[src/rtl/mouse_cursor_tracker.sv]
// mouse_cursor_tracker
// Cursor position engine between the PS/2 packet decoder and the overlay logic.
// Each decoded movement packet is scaled by a programmable gain and added to
// fixed-point accumulators (pixel above, FRAC_BITS of sub-pixel below). The
// result is clamped or wrapped to the screen. PS/2 "Y up" is turned into
// screen "Y down" here. Button state and press/release/drag events are produced
// once per applied packet.
//
// Ports:
//   clk_i, reset_ni              clock, asynchronous active-low reset
//   packet_valid_i               a decoded packet is offered
//   packet_ready_o               tracker can take a packet (IDLE only)
//   x_velocity_i, y_velocity_i   signed deltas, +X right, +Y up
//   x_overflow_i, y_overflow_i   delta invalid, treated as zero
//   buttons_i                    {middle,right,left}
//   gain_i                       left shift applied to the deltas (0..3)
//   recenter_i                   load the home position at this edge
//   x_position_o, y_position_o   cursor pixel
//   buttons_o                    buttons of the last applied packet
//   press_o, release_o           one-cycle edge pulses per button
//   drag_o                       left held and the last packet moved the pixel
//   update_o                     one-cycle pulse when the pixel changed
module mouse_cursor_tracker #(
  parameter int COLUMNS   = 640,
  parameter int ROWS      = 480,
  parameter int VEL_WIDTH = 9,
  parameter int FRAC_BITS = 3,
  parameter int INIT_X    = COLUMNS / 2,
  parameter int INIT_Y    = ROWS / 2,
  parameter bit WRAP_EN   = 1'b0
) (
  input  logic                       clk_i,
  input  logic                       reset_ni,
  input  logic                       packet_valid_i,
  output logic                       packet_ready_o,
  input  logic [VEL_WIDTH-1:0]       x_velocity_i,
  input  logic [VEL_WIDTH-1:0]       y_velocity_i,
  input  logic                       x_overflow_i,
  input  logic                       y_overflow_i,
  input  logic [2:0]                 buttons_i,
  input  logic [1:0]                 gain_i,
  input  logic                       recenter_i,
  output logic [$clog2(COLUMNS)-1:0] x_position_o,
  output logic [$clog2(ROWS)-1:0]    y_position_o,
  output logic [2:0]                 buttons_o,
  output logic [2:0]                 press_o,
  output logic [2:0]                 release_o,
  output logic                       drag_o,
  output logic                       update_o
);

  localparam int XW  = $clog2(COLUMNS);
  localparam int YW  = $clog2(ROWS);
  localparam int AXW = XW + FRAC_BITS;
  localparam int AYW = YW + FRAC_BITS;
  // A gain of 3 widens the delta by three bits.
  localparam int DW  = VEL_WIDTH + 3;
  localparam int AMW = (AXW > AYW) ? AXW : AYW;
  // Two spare bits: one for the sign, one so accumulator + delta never overflows.
  localparam int SW  = ((AMW > DW) ? AMW : DW) + 2;

  localparam logic [XW-1:0]  INIT_X_PIX = XW'(INIT_X);
  localparam logic [YW-1:0]  INIT_Y_PIX = YW'(INIT_Y);
  localparam logic [AXW-1:0] INIT_X_FX  = {INIT_X_PIX, {FRAC_BITS{1'b0}}};
  localparam logic [AYW-1:0] INIT_Y_FX  = {INIT_Y_PIX, {FRAC_BITS{1'b0}}};

  localparam logic signed [SW-1:0] X_MAX_FX  = SW'((COLUMNS - 1) << FRAC_BITS);
  localparam logic signed [SW-1:0] Y_MAX_FX  = SW'((ROWS - 1) << FRAC_BITS);
  localparam logic signed [SW-1:0] X_SPAN_FX = SW'(COLUMNS << FRAC_BITS);
  localparam logic signed [SW-1:0] Y_SPAN_FX = SW'(ROWS << FRAC_BITS);

  typedef enum logic [1:0] {
    ST_IDLE  = 2'd0,
    ST_SCALE = 2'd1,
    ST_APPLY = 2'd2
  } state_t;

  state_t                state_r, state_next_s;
  logic                  ready_r, accept_s;
  logic [VEL_WIDTH-1:0]  vel_x_r, vel_y_r;
  logic                  ovf_x_r, ovf_y_r;
  logic [2:0]            btn_cap_r;
  logic [1:0]            gain_r;
  logic [DW-1:0]         ext_x_s, ext_y_s;
  logic [DW-1:0]         dx_r, dy_r;
  logic [AXW-1:0]        acc_x_r, new_x_s;
  logic [AYW-1:0]        acc_y_r, new_y_s;
  logic signed [SW-1:0]  sum_x_s, sum_y_s;
  logic                  moved_s, home_moved_s;
  logic [2:0]            buttons_r, press_r, release_r;
  logic                  drag_r, update_r;

  // Fold a raw accumulator sum back onto the screen. One correction is enough
  // because a single delta is always smaller than the screen span.
  function automatic logic signed [SW-1:0] fit_axis(
    input logic signed [SW-1:0] v,
    input logic signed [SW-1:0] max_fx,
    input logic signed [SW-1:0] span_fx
  );
    logic signed [SW-1:0] r;
    if (WRAP_EN) begin
      if (v[SW-1]) begin
        r = v + span_fx;
      end else if (v >= span_fx) begin
        r = v - span_fx;
      end else begin
        r = v;
      end
    end else begin
      if (v[SW-1]) begin
        r = {SW{1'b0}};
      end else if (v > max_fx) begin
        r = max_fx;
      end else begin
        r = v;
      end
    end
    return r;
  endfunction

  // FSM state register
  always_ff @(posedge clk_i or negedge reset_ni) begin
    if (!reset_ni) begin
      state_r <= ST_IDLE;
    end else begin
      state_r <= state_next_s;
    end
  end

  // Next-state logic and handshake decode
  always_comb begin
    state_next_s = state_r;
    accept_s     = 1'b0;
    case (state_r)
      ST_IDLE: begin
        if (packet_valid_i) begin
          state_next_s = ST_SCALE;
          accept_s     = 1'b1;
        end else begin
          state_next_s = ST_IDLE;
        end
      end
      ST_SCALE: state_next_s = ST_APPLY;
      ST_APPLY: state_next_s = ST_IDLE;
      default:  state_next_s = ST_IDLE;
    endcase
  end

  // Registered ready: high exactly while the FSM sits in IDLE
  always_ff @(posedge clk_i or negedge reset_ni) begin
    if (!reset_ni) begin
      ready_r <= 1'b1;
    end else begin
      ready_r <= (state_next_s == ST_IDLE);
    end
  end

  // Packet capture on handshake
  always_ff @(posedge clk_i or negedge reset_ni) begin
    if (!reset_ni) begin
      vel_x_r   <= {VEL_WIDTH{1'b0}};
      vel_y_r   <= {VEL_WIDTH{1'b0}};
      ovf_x_r   <= 1'b0;
      ovf_y_r   <= 1'b0;
      btn_cap_r <= 3'b000;
      gain_r    <= 2'b00;
    end else if (accept_s) begin
      vel_x_r   <= x_velocity_i;
      vel_y_r   <= y_velocity_i;
      ovf_x_r   <= x_overflow_i;
      ovf_y_r   <= y_overflow_i;
      btn_cap_r <= buttons_i;
      gain_r    <= gain_i;
    end
  end

  // Sign-extend the captured velocities to the scaled-delta width
  always_comb begin
    ext_x_s = {{(DW-VEL_WIDTH){vel_x_r[VEL_WIDTH-1]}}, vel_x_r};
    ext_y_s = {{(DW-VEL_WIDTH){vel_y_r[VEL_WIDTH-1]}}, vel_y_r};
  end

  // Scaled deltas, registered in SCALE; an overflowed axis contributes nothing
  always_ff @(posedge clk_i or negedge reset_ni) begin
    if (!reset_ni) begin
      dx_r <= {DW{1'b0}};
      dy_r <= {DW{1'b0}};
    end else if (state_r == ST_SCALE) begin
      dx_r <= ovf_x_r ? {DW{1'b0}} : (ext_x_s << gain_r);
      dy_r <= ovf_y_r ? {DW{1'b0}} : (ext_y_s << gain_r);
    end
  end

  // Candidate accumulator values and pixel-change detection.
  // Y is subtracted: mouse "up" is a smaller screen row.
  always_comb begin
    sum_x_s = $signed({{(SW-AXW){1'b0}}, acc_x_r}) + $signed({{(SW-DW){dx_r[DW-1]}}, dx_r});
    sum_y_s = $signed({{(SW-AYW){1'b0}}, acc_y_r}) - $signed({{(SW-DW){dy_r[DW-1]}}, dy_r});
    new_x_s = AXW'(fit_axis(sum_x_s, X_MAX_FX, X_SPAN_FX));
    new_y_s = AYW'(fit_axis(sum_y_s, Y_MAX_FX, Y_SPAN_FX));
    moved_s = (new_x_s[AXW-1:FRAC_BITS] != acc_x_r[AXW-1:FRAC_BITS]) ||
              (new_y_s[AYW-1:FRAC_BITS] != acc_y_r[AYW-1:FRAC_BITS]);
    home_moved_s = (acc_x_r[AXW-1:FRAC_BITS] != INIT_X_PIX) ||
                   (acc_y_r[AYW-1:FRAC_BITS] != INIT_Y_PIX);
  end

  // Accumulators, button state and event pulses. Recenter overrides the
  // position part of APPLY, while the packet's buttons still take effect.
  always_ff @(posedge clk_i or negedge reset_ni) begin
    if (!reset_ni) begin
      acc_x_r   <= INIT_X_FX;
      acc_y_r   <= INIT_Y_FX;
      buttons_r <= 3'b000;
      press_r   <= 3'b000;
      release_r <= 3'b000;
      drag_r    <= 1'b0;
      update_r  <= 1'b0;
    end else begin
      press_r   <= 3'b000;
      release_r <= 3'b000;
      update_r  <= 1'b0;
      if (state_r == ST_APPLY) begin
        buttons_r <= btn_cap_r;
        press_r   <= btn_cap_r & ~buttons_r;
        release_r <= buttons_r & ~btn_cap_r;
      end
      if (recenter_i) begin
        acc_x_r  <= INIT_X_FX;
        acc_y_r  <= INIT_Y_FX;
        drag_r   <= 1'b0;
        update_r <= home_moved_s;
      end else if (state_r == ST_APPLY) begin
        acc_x_r  <= new_x_s;
        acc_y_r  <= new_y_s;
        drag_r   <= btn_cap_r[0] & moved_s;
        update_r <= moved_s;
      end
    end
  end

  assign packet_ready_o = ready_r;
  assign x_position_o   = acc_x_r[AXW-1:FRAC_BITS];
  assign y_position_o   = acc_y_r[AYW-1:FRAC_BITS];
  assign buttons_o      = buttons_r;
  assign press_o        = press_r;
  assign release_o      = release_r;
  assign drag_o         = drag_r;
  assign update_o       = update_r;

endmodule

[config.mk]
export PLATFORM = sky130hd
export DESIGN_NAME = mouse_cursor_tracker
export DESIGN_NICKNAME = d
export VERILOG_FILES = /design/src/rtl/mouse_cursor_tracker.sv
export SDC_FILE = /design/constraint.sdc
export NUM_CORES = 1
export LEC_CHECK = 0
export ABC_AREA = 1
export BUFFER_PORTS_ARGS = -buffer_cell sky130_fd_sc_hd__buf_2
export CAP_MARGIN = 30
export CORE_MARGIN = 2
export CORE_UTILIZATION = 65
export CTS_BUF_LIST = sky130_fd_sc_hd__clkbuf_16
export CTS_CLUSTER_DIAMETER = 50
export CTS_CLUSTER_SIZE = 10
export DETAILED_ROUTE_END_ITERATION = 6
export PLACE_DENSITY_LB_ADDON = 0.25
export RECOVER_POWER = 50
export SLEW_MARGIN = 15
export SYNTH_ARGS = -nofsm -noshare
export SYNTH_HDL_FRONTEND = slang
export SYNTH_SLANG_ARGS = --single-unit
[constraint.sdc]
create_clock -name clk_i -period 8.28 [get_ports clk_i]
set_clock_uncertainty 0.2 [all_clocks]
set_input_delay 1.656 -clock clk_i [delete_from_list [all_inputs] [get_ports clk_i]]
set_output_delay 1.656 -clock clk_i [all_outputs]
set_load 0.05 [all_outputs]
Word-level counts from Yosys, hierarchy flattened. Index checks and enable logic that the tools add are counted.

Register bits: 88. Input bits: 29. Logic and storage cells: 59.

Add/subtract/negate cells: 2. Order comparisons: 2. Equality and inequality tests: 6. Shift-type cells: 2. Multiplexer cells: 20. Bitwise operators: 5. Reductions and logical operators: 5.

Operators by type and width (count): $mux 12 (6); $mux 13 (4); $shl 12x2->12 (2); $add 14x12->15 (1); $gt 15x14->1 const B (1); $gt 14x13->1 const B (1); $sub 13x12->14 (1); $ne 10x10->1 (1); $ne 10x9->1 const B (1); $ne 9x8->1 const B (1); $ne 9x9->1 (1); $mux 1 (7); $and 3x3->3 (2); $mux 3 (2); $not 3->3 (2); $logic_not 2->1 (2); $pmux 2 s2 (1); $eq 2x1->1 const B (1); $eq 2x2->1 const B (1); $logic_or 1x1->1 (2); $reduce_bool 2->1 (1); $and 1x1->1 (1).

Longest topological paths before layout.
Word-level depth: 9. Depth in mapped cells: 25. Mapped depth without buffers: 24.

Worst setup path after synthesis. Ideal clock, no wire load.

Path type: register to register. From: register dx_r[0]. To: register drag_r, in the netlist drag_o. Library setup time: 0.118 ns. Arrival time: 2.459 ns. Path slack: 5.504 ns. Stages on the path, launching flop included: 24. Path buffers: 1. Path through: dfrtp_1 -> ha_1 -> fa_1 -> nand2_1 -> nand2_1 -> nand3_1 -> nand2_1 -> nand2_1 -> nand2_1 -> nor2_1 -> nand3_1 -> nand2_1 -> nand2_2 -> buf_6 -> nand2_2 -> nand2_1 -> nand2_1 -> nand2_1 -> nor2_1 -> nand2_1 -> nor2_2 -> nand3_2 -> nand3_1 -> nand2_1.

Word-level cells in the longest chain between the ends: 9.

Ends and longest elaborated chain: start: declaration (line 85) `logic [DW-1:0] dx_r, dy_r;`; start signal: assignment (line 186) `dx_r <= {DW{1'b0}};`; start signal: assignment (line 189) `dx_r <= ovf_x_r ? {DW{1'b0}} : (ext_x_s << gain_r);`; $add 14x12->15 * (line 197) `sum_x_s = $signed({{(SW-AXW){1'b0}}, acc_x_r}) + $signed({{(SW-DW){dx_r[DW-1]}}, dx_r});`; $gt 15x14->1 (line 112) `end else if (v > max_fx) begin`; $mux 13 (line 112); $mux 13 * (line 110) `if (v[SW-1]) begin`; $ne 10x10->1 * (line 201) `moved_s = (new_x_s[AXW-1:FRAC_BITS] != acc_x_r[AXW-1:FRAC_BITS]) ||`; $logic_or 1x1->1 * (line 201); $and 1x1->1 * (line 235) `drag_r <= btn_cap_r[0] & moved_s;`; $mux 1 * (line 232) `end else if (state_r == ST_APPLY) begin`; $mux 1 * (line 227) `if (recenter_i) begin`; end signal: assignment (line 235); end: declaration (line 91) `logic drag_r, update_r;`.

Mark *: on every way between the ends. The rest lies on a longest branch, timed or not. The select of a mux whose other input is x is not followed. A chain may end at the register's enable or synchronous reset.

Final worst setup path.
From: input packet_valid_i. To: register vel_y_r[8].

Word-level cells in the longest chain between the ends: 2.

Ends and longest elaborated chain: start: declaration (line 34) `input logic packet_valid_i,`; $mux 1 (line 136) `if (packet_valid_i) begin`; $mux 1 (line 134) `case (state_r)`; end signal: assignment (line 162) `vel_y_r <= {VEL_WIDTH{1'b0}};`; end signal: assignment (line 169) `vel_y_r <= y_velocity_i;`; end: declaration (line 80) `logic [VEL_WIDTH-1:0] vel_x_r, vel_y_r;`.

No other way between the ends.

==> results.toml <==
[worst_setup_path]
worst-path-buf-inv = 2
critPathRequiredTime_ns = 8.31
path_delay_family = "buffers and inverters"
critPathLaunch = "packet_valid_i"
max_stage_delay_ns = 0.82
path_cells = "buf_2 > nand2_1 > clkinv_1 > o21ai_0"
worstPathMaxFanout = 35
arrival_ns = 3.43
crit_type = "input port to register"
worstReg2RegStart = "acc_x_r[8]"
worst_setup_path_end_kind = "register"
worst_path_max_delay_cell = "clkinv_1"
crit_path_start_kind = "input port"

[run_status]
violations = "max-capacitance violations, max-slew violations"
status = "finished, violations left"

[sta]
fin_crit_sh = 0.4105
setup_ws_ns = 4.881
relSlewSlack = -0.3395
drv_slew = 36
setup_viol_count_final = 0
setup_tns_ns = 0
finalHoldViolations = 0
rsz0062_at_grt = "false"
period_needed_ns = 3.399
fmax_ghz = 0.2942
worst_pin_slew_ns = 2.009

[clock_tree]
cts_buffers = 9
cts.reportedPaths.clkPinSlew_ns = 0.07
cts_tree = "built"
ctsRootBufferMaster = "clkbuf_16"
clkSinkCount = 88
cts_buffer_depth = 2
insertion_delay_ns = 0.34
cts_resized = 0
ctsHoldBuffers = 0
cts_max_level = 3
post_cts_buffers = 0

[finish]
syn_to_final_growth_pct = 8.533
n_fill_cell = 723
final_cell_mix = "nand2_1, inv_1, dfrtp_1, nand3_1"
drive_gt1_frac = 0.1258
final_common_cell = "nand2_1"
final_cell_area_mm2 = 0.006525
layout.nets = 959
antenna_cells = 0

[detailed_routing]
first_iter_violations = 403
num_vias = 5697
final_antenna_net_count = 0
vias_per_cell = 5.602
avgRoutedWirePerCell_um = 14.29
first_pass_iters = 5
drc = 0
finalWirelength_um = 14530

[floorplan]
coreArea_mm2 = 0.009109
pin_count = 60
initial_utilization = 0.6600
dieArea_mm2 = 0.01004
rows = 35
die_w_um = 100.2
die_y_um = 100.2

[place]
gp_congestion = 0.9710
numPortBuffers = 59
placed_area_mm2 = 0.006242
dpl_worst_slack_ns = 4.536
dpl.hpwl_um = 10990

[synthesis]
netlist_area_mm2 = 0.006012
yosys-mux-area-fraction = 0.006660
netlist_instances = 869
synth_nets = 927
syn_area_per_cell_um2 = 6.918
async_flop_share = 1.000
synth_top_family_by_area = "simple AND/OR/NAND/NOR gates"
ys_ff_latch = 88
yosys.area.top_type = "dfrtp_1"
synth_flop_cell = "dfrtp_1"
yosysSeqAreaShare = 0.3677
ys_warn_count = 0
synth-compound-area-share = 0.08574
synth_xor_area_frac = 0.01186
synth_area_leaders = "dfrtp_1, nand2_1, inv_1"
synth_fa_ha_area_frac = 0.06285
synth_top_area_frac = 0.3371
synth-edff-count = 0
synth_simple_gate_area_frac = 0.3486
synth_cell_types = 41

[global_routing]
grt_start_max_net_pins = 54
overflow = 0
grt_pass1_wl_um = 24420
antenna_found_initial = 0
grt_usage = 0.3022
first_global_vias = 5353

[flow_run]
maxCapViolCount = 1

[min_path]
hp-class = "register to register"
min_from = "buttons_o[0]"

[power_and_ir_drop]
p_per_area_mw_per_mm2 = 425.8
p_leak_nw = 3.668
vdd_drop_max_mv = 0.2195
## layout make-up
type	instances	area, um2	share of cell area
clock buffer	9	225.2	0.03452
multi-input combinational	619	3100	0.4752
inverter	122	459.2	0.07037
sequential	88	2211	0.3388
tap	111	138.9	0.02128
clock inverter	7	61.31	0.009396
timing repair buffer	61	329.1	0.05043
## logic make-up (layout without fill, tap and decap cells)
logic type	count (synthesis)	count (layout)
AOI/OAI and AO/OA	88	88
xor gates and xnor gates	6	6
adders and majority gates	29	29
buffers and inverters	162	199
DFF	88	88
muxes	4	4
and+or+nand+nor	492	492
## final timing paths
path / endpoint / slack [ns] / cells after the start
min in group asynchronous: acc_x_r[10] / 1.68 / 1
setup reg to reg: drag_o / 5.02 / 17
hold reg to reg: press_o[0] / 0.25 / 1
max in group asynchronous: acc_y_r[1] / 5.04 / 1
setup / recovery: vel_y_r[8] / 4.88 / 4
hold / removal: press_o[0] / 0.25 / 1
## power breakdown
part           leakage [nW]  internal [mW]  switching (mW)
Combinational          2.40          0.563            1.16
Sequential             1.13          0.554           0.113
Clock                 0.140          0.210           0.181
Total                  3.67           1.33            1.45
## cell usage after synthesis, types with 2 or more instances
| cell type | n |
|---|---|
| nand2_1 | 319 |
| inv_1 | 116 |
| dfrtp_1 | 81 |
| nand3_1 | 63 |
| nor2_1 | 58 |
| o21ai_0 | 44 |
| ha_1 | 27 |
| buf_4 | 20 |
| clkbuf_1 | 16 |
| o22ai_1 | 16 |
| a21oi_1 | 13 |
| nand2_2 | 13 |
| nand4_1 | 9 |
| nand3b_1 | 8 |
| a32o_1 | 7 |
| dfstp_2 | 7 |
| a22oi_1 | 5 |
| nand3_2 | 5 |
| nor3_1 | 5 |
| inv_2 | 4 |
| mux2i_1 | 4 |
| xor2_1 | 4 |
| nor2_2 | 3 |
| buf_6 | 2 |
| fa_1 | 2 |
| nand2_4 | 2 |
| nor4_1 | 2 |
## stage by stage
step	hold slack (ns)	utilization	total power, mW	instances
3_3_place_gp	0.2319	0.6823	2.296	1000
6_report	0.2459	0.7163	2.778	1017
4_1_cts	0.2490	0.7168	2.754	1017
5_1_grt	0.2793	0.7163	3.032	1017
3_5_place_dp	0.2393	0.6853	2.356	1001
2_1_floorplan	0.2348	-	2.059	869
## metal layers
metal | global-route usage | share of wire | vias up
met3 | 0.04248 | 0.058 | 26
met2 | 0.4997 | 0.48 | 231
met4 | 0.1022 | 0.020 | 0
met1 | 0.4117 | 0.44 | 2640
li1 | - | - | 2800
met5 | 0 | 0 | -
## registers in the layout (all words and copies together), names as in the netlist, 9 cells and up
| register | flops |
|---|---|
| acc_y_r | 12 |
| vel_x_r | 9 |
| dx_r | 12 |
| dy_r | 12 |
| acc_x_r | 13 |
| vel_y_r | 9 |
Power figures use the tool's default switching activity.
